===== src/rtl/sipo_pkg.sv =====
// Shared types and constants for the serial-in/parallel-out receiver.
package sipo_pkg;

  typedef enum logic [1:0] {
    IDLE,
    SHIFT,
    PARITY
  } sipo_state_t;

  localparam int SIPO_WIDTH_DEF = 8;

endpackage


===== src/rtl/sipo_shift_reg.sv =====
// WIDTH-bit left-shift register, falling-edge clocked, with shift enable and
// synchronous clear. When clr and en are both high the register restarts with
// din as bit 0, so a realignment can reuse the bit sampled on the same edge.
module sipo_shift_reg
  import sipo_pkg::*;
#(
  parameter int WIDTH = SIPO_WIDTH_DEF
) (
  input  logic             clk,
  input  logic             rst,
  input  logic             clr,
  input  logic             en,
  input  logic             din,
  output logic [WIDTH-1:0] q
);

  // Shift in din at the LSB, or clear (optionally restarting with din).
  always_ff @(negedge clk) begin
    if (rst) begin
      q <= '0;
    end else if (clr) begin
      q <= en ? {{(WIDTH-1){1'b0}}, din} : '0;
    end else if (en) begin
      q <= {q[WIDTH-2:0], din};
    end
  end

endmodule


===== src/rtl/sipo_deserializer.sv =====
// Serial-in, parallel-out receiver: collects WIDTH MSB-first bits under
// sin_en, presents each word in a one-entry valid/ready holding register and
// flags words dropped to backpressure (sticky overrun).
// Optional feature macro: SIPO_PARITY_EN adds a trailing even-parity bit per
// word and drives parity_err; without it parity_err is tied low.
module sipo_deserializer
  import sipo_pkg::*;
#(
  parameter int WIDTH = SIPO_WIDTH_DEF
) (
  input  logic             clk,
  input  logic             rst,
  input  logic             sin,
  input  logic             sin_en,
  input  logic             sync,
  output logic [WIDTH-1:0] dout,
  output logic             dout_valid,
  input  logic             dout_ready,
  output logic             overrun,
  output logic             busy,
  output logic             parity_err
);

  localparam int CW = $clog2(WIDTH + 1);
  localparam logic [CW-1:0] LAST = CW'(WIDTH - 1);

  sipo_state_t      state;
  logic [CW-1:0]    cnt;
  logic [WIDTH-1:0] sh;
  logic             sh_clr;
  logic             sh_en;
  logic             done;
  logic [WIDTH-1:0] word;

`ifdef SIPO_PARITY_EN
  logic word_par;
`else
  logic unused_sh_msb;
  assign unused_sh_msb = sh[WIDTH-1];
  assign parity_err    = 1'b0;
`endif

  sipo_shift_reg #(
    .WIDTH(WIDTH)
  ) u_shift (
    .clk (clk),
    .rst (rst),
    .clr (sh_clr),
    .en  (sh_en),
    .din (sin),
    .q   (sh)
  );

  // Shift-register control, word-complete detection and assembled word.
  // Completion clears the register instead of shifting so IDLE never holds
  // stale bits; the completed word is taken from the pre-edge contents.
  always_comb begin
    sh_clr = 1'b0;
    sh_en  = 1'b0;
    done   = 1'b0;
    if (sync) begin
      sh_clr = 1'b1;
      sh_en  = sin_en;
    end else if (sin_en) begin
      case (state)
        IDLE: sh_en = 1'b1;
        SHIFT: begin
          if (cnt == LAST) begin
`ifdef SIPO_PARITY_EN
            sh_en = 1'b1;
`else
            done   = 1'b1;
            sh_clr = 1'b1;
`endif
          end else begin
            sh_en = 1'b1;
          end
        end
        PARITY: begin
          done   = 1'b1;
          sh_clr = 1'b1;
        end
        default: sh_en = 1'b0;
      endcase
    end
`ifdef SIPO_PARITY_EN
    word     = sh;
    word_par = ^{sh, sin};
`else
    word = {sh[WIDTH-2:0], sin};
`endif
  end

  // FSM, bit counter, holding register and flags.
  always_ff @(negedge clk) begin
    if (rst) begin
      state      <= IDLE;
      cnt        <= '0;
      busy       <= 1'b0;
      dout       <= '0;
      dout_valid <= 1'b0;
      overrun    <= 1'b0;
`ifdef SIPO_PARITY_EN
      parity_err <= 1'b0;
`endif
    end else begin
      if (sync) begin
        state <= sin_en ? SHIFT : IDLE;
        cnt   <= sin_en ? CW'(1) : '0;
        busy  <= sin_en;
      end else if (sin_en) begin
        case (state)
          IDLE: begin
            state <= SHIFT;
            cnt   <= CW'(1);
            busy  <= 1'b1;
          end
          SHIFT: begin
            if (cnt == LAST) begin
`ifdef SIPO_PARITY_EN
              state <= PARITY;
              cnt   <= cnt + CW'(1);
`else
              state <= IDLE;
              cnt   <= '0;
              busy  <= 1'b0;
`endif
            end else begin
              cnt <= cnt + CW'(1);
            end
          end
          PARITY: begin
            state <= IDLE;
            cnt   <= '0;
            busy  <= 1'b0;
          end
          default: begin
            state <= IDLE;
            cnt   <= '0;
            busy  <= 1'b0;
          end
        endcase
      end

      if (done) begin
        if (dout_valid && !dout_ready) begin
          overrun <= 1'b1;
        end else begin
          dout       <= word;
          dout_valid <= 1'b1;
`ifdef SIPO_PARITY_EN
          parity_err <= word_par;
`endif
        end
      end else if (dout_valid && dout_ready) begin
        dout_valid <= 1'b0;
      end
    end
  end

endmodule

===== config.mk =====
export PLATFORM = sky130hd
export DESIGN_NAME = sipo_deserializer
export DESIGN_NICKNAME = d
export VERILOG_FILES = /design/src/rtl/sipo_pkg.sv /design/src/rtl/sipo_shift_reg.sv /design/src/rtl/sipo_deserializer.sv
export SDC_FILE = /design/constraint.sdc
export NUM_CORES = 1
export LEC_CHECK = 0
export ABC_CLOCK_PERIOD_IN_PS = 1900
export BUFFER_PORTS_ARGS = -buffer_cell sky130_fd_sc_hd__buf_2
export CAP_MARGIN = 20
export CORE_MARGIN = 8
export CORE_UTILIZATION = 36
export CTS_BUF_LIST = sky130_fd_sc_hd__clkbuf_4
export CTS_CLUSTER_SIZE = 25
export DETAILED_ROUTE_END_ITERATION = 7
export SYNTH_ARGS = -nofsm -noshare
export SYNTH_HDL_FRONTEND = slang
export SYNTH_SLANG_ARGS = --single-unit

===== constraint.sdc =====
create_clock -name clk -period 1.9 [get_ports clk]
set_input_delay 0.095 -clock clk [delete_from_list [all_inputs] [get_ports clk]]
set_output_delay 0.095 -clock clk [all_outputs]
set_load 0.02 [all_outputs]

==> metrics.csv, run 1 <==
metric,value,unit
synth.top_cell.area_share,0.454,
rr_endpoint,dout[6],
synth_edf_count,0,
fin_util,0.507,
yosysWarnings,0,
fin_nets,163,
wl_met2,1050,um
synth.area.top_cells,"dfxtp_1 45%, nand2_1 7.4%, mux2i_1 7.2%, o32ai_1 5.4%, a21oi_1 3.1%",
synth-main-ff-cell,dfxtp_1,
startpoint_type,register,
rows,19,
cp-end-kind,primary output,
ys_seq_area_frac,0.454,
finalWorstSetupSlack,0.0113,ns
slowest_stage,dfxtp_2,
num_vias,954,
antenna_found_initial,0,
place_congestion,0.804,
yosys.cell_types.count,32,
io_buffers,16,
path_buf_inv,1,
cpPeakStageDelay,0.34,ns
yosysTopAreaCell,dfxtp_1,
synthCells,106,
drt_iter0_markers,36,
critPathTopFamily,flip-flops,
dp_slack,-0.161,ns
regToRegSetupSlack,0.32,ns
status,finished clean,
wl_met1,1190,um
dr.pass1.iters,4,
final_hold_viol_count,0,
ir_drop,0.419,mV
criticalPathCategory,reg2out,
clockBufferDepth,2,
skew,0.0235,ns
worstPathMaxFanout,2,
clkLatencyLatePin,0.39,ns
fp.dieH,67.9,um
holdBufCountCts,0,
dp_hpwl,1710,um
cts.clk_slew.worst_paths,0.06,ns
avgRoutedWirePerCell,13.0,um
worst_setup_path_startpoint,dout[6],
crit_end,dout[6],
cts_tree,built,
crit_cells,1,
crit_chain,buf_6,
cts_root_buf,clkbuf_4,
globalRoute.totalOverflow,0,
cp.arrival,1.79,ns
gr-usage-all-layers,0.110,
finalSetupViolCount,0,
drive_above_1_share,0.329,
io_pins,18,
avgSynthCellArea,9.15,um^2
htreeDepth,1,
rr_worst_depth,4,
postRouteWirelength,2420,um
antennaDiodeCount,0,
syn_nets,113,
syn_area,970,um^2
slew_viol_final,0,
async_flop_share,0,
grt_max_degree,17,
cap_violations,0,
drc,0,
n_fill_cell,263,
p_leak,0.616,nW
core,0.00266,mm^2
crit_required,1.80,ns
grt_pass1_wl,3990,um
synth_seq_cells,22,
die_w,67.9,um
rsz0062_at_grt,yes,
start_util,0.364,
die_area,0.00461,mm^2
drtAntennaViolNets,0,
viasPerCell,5.13,
p_per_area,715,mW/mm^2
cts_sinks,22,
numCtsBuffers,3,
met3WireLength,149,um
r2r_start,cnt[0],
areaGrowthSynthToFinish,39.2,%
top_layer,met4,
hp-class,reg2reg,
grt_pass1_vias,980,
==> metal layers <==
layer,global-route usage,up-vias
met1,0.129,448
met3,0.0491,4
li1,-,478
met5,0,-
met2,0.160,24
met4,0.0716,0
==> Yosys cell counts, types with 3 or more instances <==
cell type,number
o31ai_1,3
nand2b_1,3
a21oi_1,6
mux2i_1,7
nor2_1,3
nand3_1,4
dfxtp_1,22
inv_1,3
nand2_1,19
o32ai_1,6
clkbuf_1,3
==> per-stage QoR <==
stage | area (um^2) | total power [mW] | hold slack, ns | std cells | TNS, ns
2_1_floorplan | 970 | 0.589 | 0.449 | 106 | 0
3_3_place_gp | 1130 | 0.619 | 0.451 | 158 | -0.825
3_5_place_dp | 1130 | 0.620 | 0.457 | 158 | -1.14
4_1_cts | 1340 | 0.976 | 0.463 | 184 | -0.0150
5_1_grt | 1350 | 1.04 | 0.476 | 186 | -0.186
6_report | 1350 | 0.965 | 0.465 | 186 | 0
==> logic make-up after synthesis <==
group / share of synthesized area
simple gates: 0.228
flops: 0.454
compound gates: 0.152
buf+inv: 0.0645
mux: 0.0839
fa+ha+maj: 0.0129
other cells: 0.00387
==> cell usage in the layout, fill, tap and decap left out, drive strengths merged <==
| cell | instances |
|---|---|
| and2 | 2 |
| dfxtp | 22 |
| buf | 32 |
| and4b | 1 |
| a22oi | 1 |
| nand4 | 2 |
| and3b | 1 |
| nor2 | 3 |
| o31ai | 3 |
| nor3 | 1 |
| nand3b | 1 |
| or3 | 1 |
| nor2b | 2 |
| nand2 | 19 |
| mux2i | 7 |
| a41oi | 1 |
| ha | 1 |
| o32ai | 6 |
| a21oi | 6 |
| and3 | 2 |
| conb | 1 |
| nor3b | 1 |
| o41ai | 2 |
| mux2 | 1 |
| o2111ai | 1 |
| inv | 25 |
| nand3 | 4 |
| clkbuf | 3 |
| nand2b | 3 |
==> worst min-delay path by stage <==
stage / from / to / slack (ns) / cells past startpoint
finish: u_shift.q[6] / dout[7] / 0.47 / 2
global route: u_shift.q[6] / dout[7] / 0.48 / 2
CTS: u_shift.q[6] / dout[7] / 0.46 / 2
detailed placement: dout[1] / dout[1] / 0.46 / 2
global placement: dout[4] / dout[4] / 0.45 / 2
floorplan: u_shift.q[3] / u_shift.q[3] / 0.45 / 2
==> cell type report <==
class | instances | area (um^2) | share of cell area
clock buffer | 3 | 22.5 | 0.0167
clock inverter | 23 | 88.8 | 0.0658
multi-input combinational | 73 | 467 | 0.346
sequential | 22 | 457 | 0.338
timing repair buffer | 32 | 269 | 0.199
tap | 31 | 38.8 | 0.0287
inverter | 2 | 7.51 | 0.00556
==> state kept, by name (all words and copies together), names as in the netlist <==
register and flops:
overrun 1, busy 1, dout 8, cnt 4, u_shift.q 7, dout_valid 1
==> where the power goes <==
group | switching [mW] | internal (mW)
logic | 0.0392 | 0.0318
clock network | 0.282 | 0.142
registers | 0.00334 | 0.467
total | 0.325 | 0.641
==> timing repair <==
| action | 4_1_cts | 5_1_grt |
|---|---|---|
| setup buffers | 1 | 2 |
| hold endpoints to repair | 0 | 0 |
| resized for setup | 34 | 0 |
| endpoints found under the setup margin | 11 | 11 |
Note: power is estimated with default switching activity, not from simulation.
==> run 2: changes to the inputs <==
PLACE_DENSITY_LB_ADDON = 0.12   (was not set)
==> metrics.csv, run 2 (synthesis results as in run 1) <==
metric,value,unit
drtAntennaViolNets,0,
finalNonFillerCells,188,
cpPeakStageDelay,0.34,ns
dp.cells,158,
wl_met2,1220,um
areaGrowthSynthToFinish,42.1,%
cts_tree,built,
hp-class,reg2reg,
fin_nets,165,
clkPwrFrac,0.435,
met3WireLength,129,um
r2r_start,cnt[0],
skew,0.0204,ns
worstPathMaxFanout,2,
gr-usage-all-layers,0.118,
cts.clk_slew.worst_paths,0.06,ns
slew_viol_final,0,
die_area,0.00461,mm^2
power.share.sequential,0.488,
internal_power,0.644,mW
clockBufferDepth,2,
hold_depth,2,
grt_max_degree,17,
viasPerCell,5.09,
avgRoutedWirePerCell,13.2,um
fp.dieH,67.9,um
power_switching_share,0.333,
startpoint_type,register,
final_hold_viol_count,0,
rr_endpoint,dout[3],
finalWorstSetupSlack,-0.00444,ns
start_util,0.364,
regToRegSetupSlack,0.31,ns
io_buffers,16,
criticalPathCategory,reg2out,
grt_pass1_wl,4210,um
postRouteWirelength,2490,um
numCtsBuffers,3,
rows,19,
crit_chain,buf_6,
cap_violations,0,
violations,negative setup slack,
n_fill_cell,276,
drive_above_1_share,0.338,
place_congestion,0.742,
crit_required,1.80,ns
grt_pass1_vias,966,
rsz0062_at_grt,yes,
largest_reg_flops,8,
htreeDepth,1,
mostFrequentLayoutCells,"24 x inv_1, 19 x nand2_1, 17 x buf_4",
die_w,67.9,um
clkLatencyLatePin,0.39,ns
dp_hpwl,1690,um
num_vias,957,
critPathTopFamily,flip-flops,
p_leak,0.632,nW
p_sw,0.321,mW
final_common_cell,inv_1,
wl_met1,1110,um
globalRoute.totalOverflow,0,
holdPathEnd,dout[5],
power_frac_comb,0.077,
worstHoldStart,dout[5],
core,0.00266,mm^2
cts_sinks,22,
drc,0,
antennaDiodeCount,0,
rr_worst_depth,4,
ir_drop,0.552,mV
cp.arrival,1.81,ns
slowest_stage,dfxtp_4,
status,"complete, but fails checks",
top_layer,met4,
path_buf_inv,1,
regMostFlops,dout,
antenna_found_initial,0,
finalSetupViolCount,2,
io_pins,18,
cp-end-kind,primary output,
cts_root_buf,clkbuf_4,
dp_slack,-0.224,ns
p_per_area,700,mW/mm^2
drt_iter0_markers,51,
dr.pass1.iters,4,
placed_cell_area,0.00115,mm^2
fin_area,0.00138,mm^2
reg_top3,"dout: 8 flops, u_shift.q: 7 flops, cnt: 4 flops",
[run 2: repair_timing]
item / in CTS / in global routing
endpoints found under the hold margin: 0 / 0
cloned: 0 / 0
endpoints found under the setup margin: 11 / 11
resized for setup: 33 / 1
setup buffers: 1 / 4
hold buffers: 0 / 0
[run 2: worst max-delay path by stage]
stage | start | end | slack [ns] | cells past startpoint
floorplan | rst | u_shift.q[0] | 0.05 | 5
global placement | sin_en | dout[5] | -0.16 | 4
detailed placement | sin_en | dout[6] | -0.22 | 4
CTS | dout[0] | dout[0] | -0.02 | 1
global route | busy | busy | -0.06 | 1
finish | busy | busy | -0.004 | 1
[run 2: cell type report]
cell class / instances / area, um^2 / share of cell area
multi-input cells: 73 / 467 / 0.339
flip-flops and latches: 22 / 457 / 0.332
repair buffers: 34 / 297 / 0.215
clock inverters: 23 / 88.8 / 0.0645
well taps: 31 / 38.8 / 0.0282
clock buffers: 3 / 22.5 / 0.0163
inverters: 2 / 7.51 / 0.00545
[run 2: per-layer routing]
| metal | vias to the layer above | GRT usage |
|---|---|---|
| li1 | 484 | - |
| met1 | 449 | 0.121 |
| met2 | 20 | 0.186 |
| met3 | 4 | 0.0687 |
| met4 | 0 | 0.0639 |
| met5 | - | 0 |
[run 2: stage by stage]
stage | utilization | power (mW) | TNS (ns) | hold WS (ns)
4_1_cts | 0.506 | 0.996 | -0.0392 | 0.474
2_1_floorplan | - | 0.589 | 0 | 0.449
3_5_place_dp | 0.431 | 0.625 | -1.56 | 0.454
6_report | 0.517 | 0.965 | -0.00466 | 0.469
5_1_grt | 0.517 | 1.04 | -0.256 | 0.479
3_3_place_gp | 0.431 | 0.624 | -1.16 | 0.450
[run 2: power by group through the flow]
stage | Sequential (mW) | Clock [mW] | Combinational (mW)
floorplan | 0.481 | 0.0741 | 0.0343
global placement | 0.480 | 0.0741 | 0.0697
detailed placement | 0.480 | 0.0741 | 0.0702
CTS | 0.470 | 0.452 | 0.0750
global route | 0.470 | 0.486 | 0.0818
finish | 0.470 | 0.420 | 0.0746
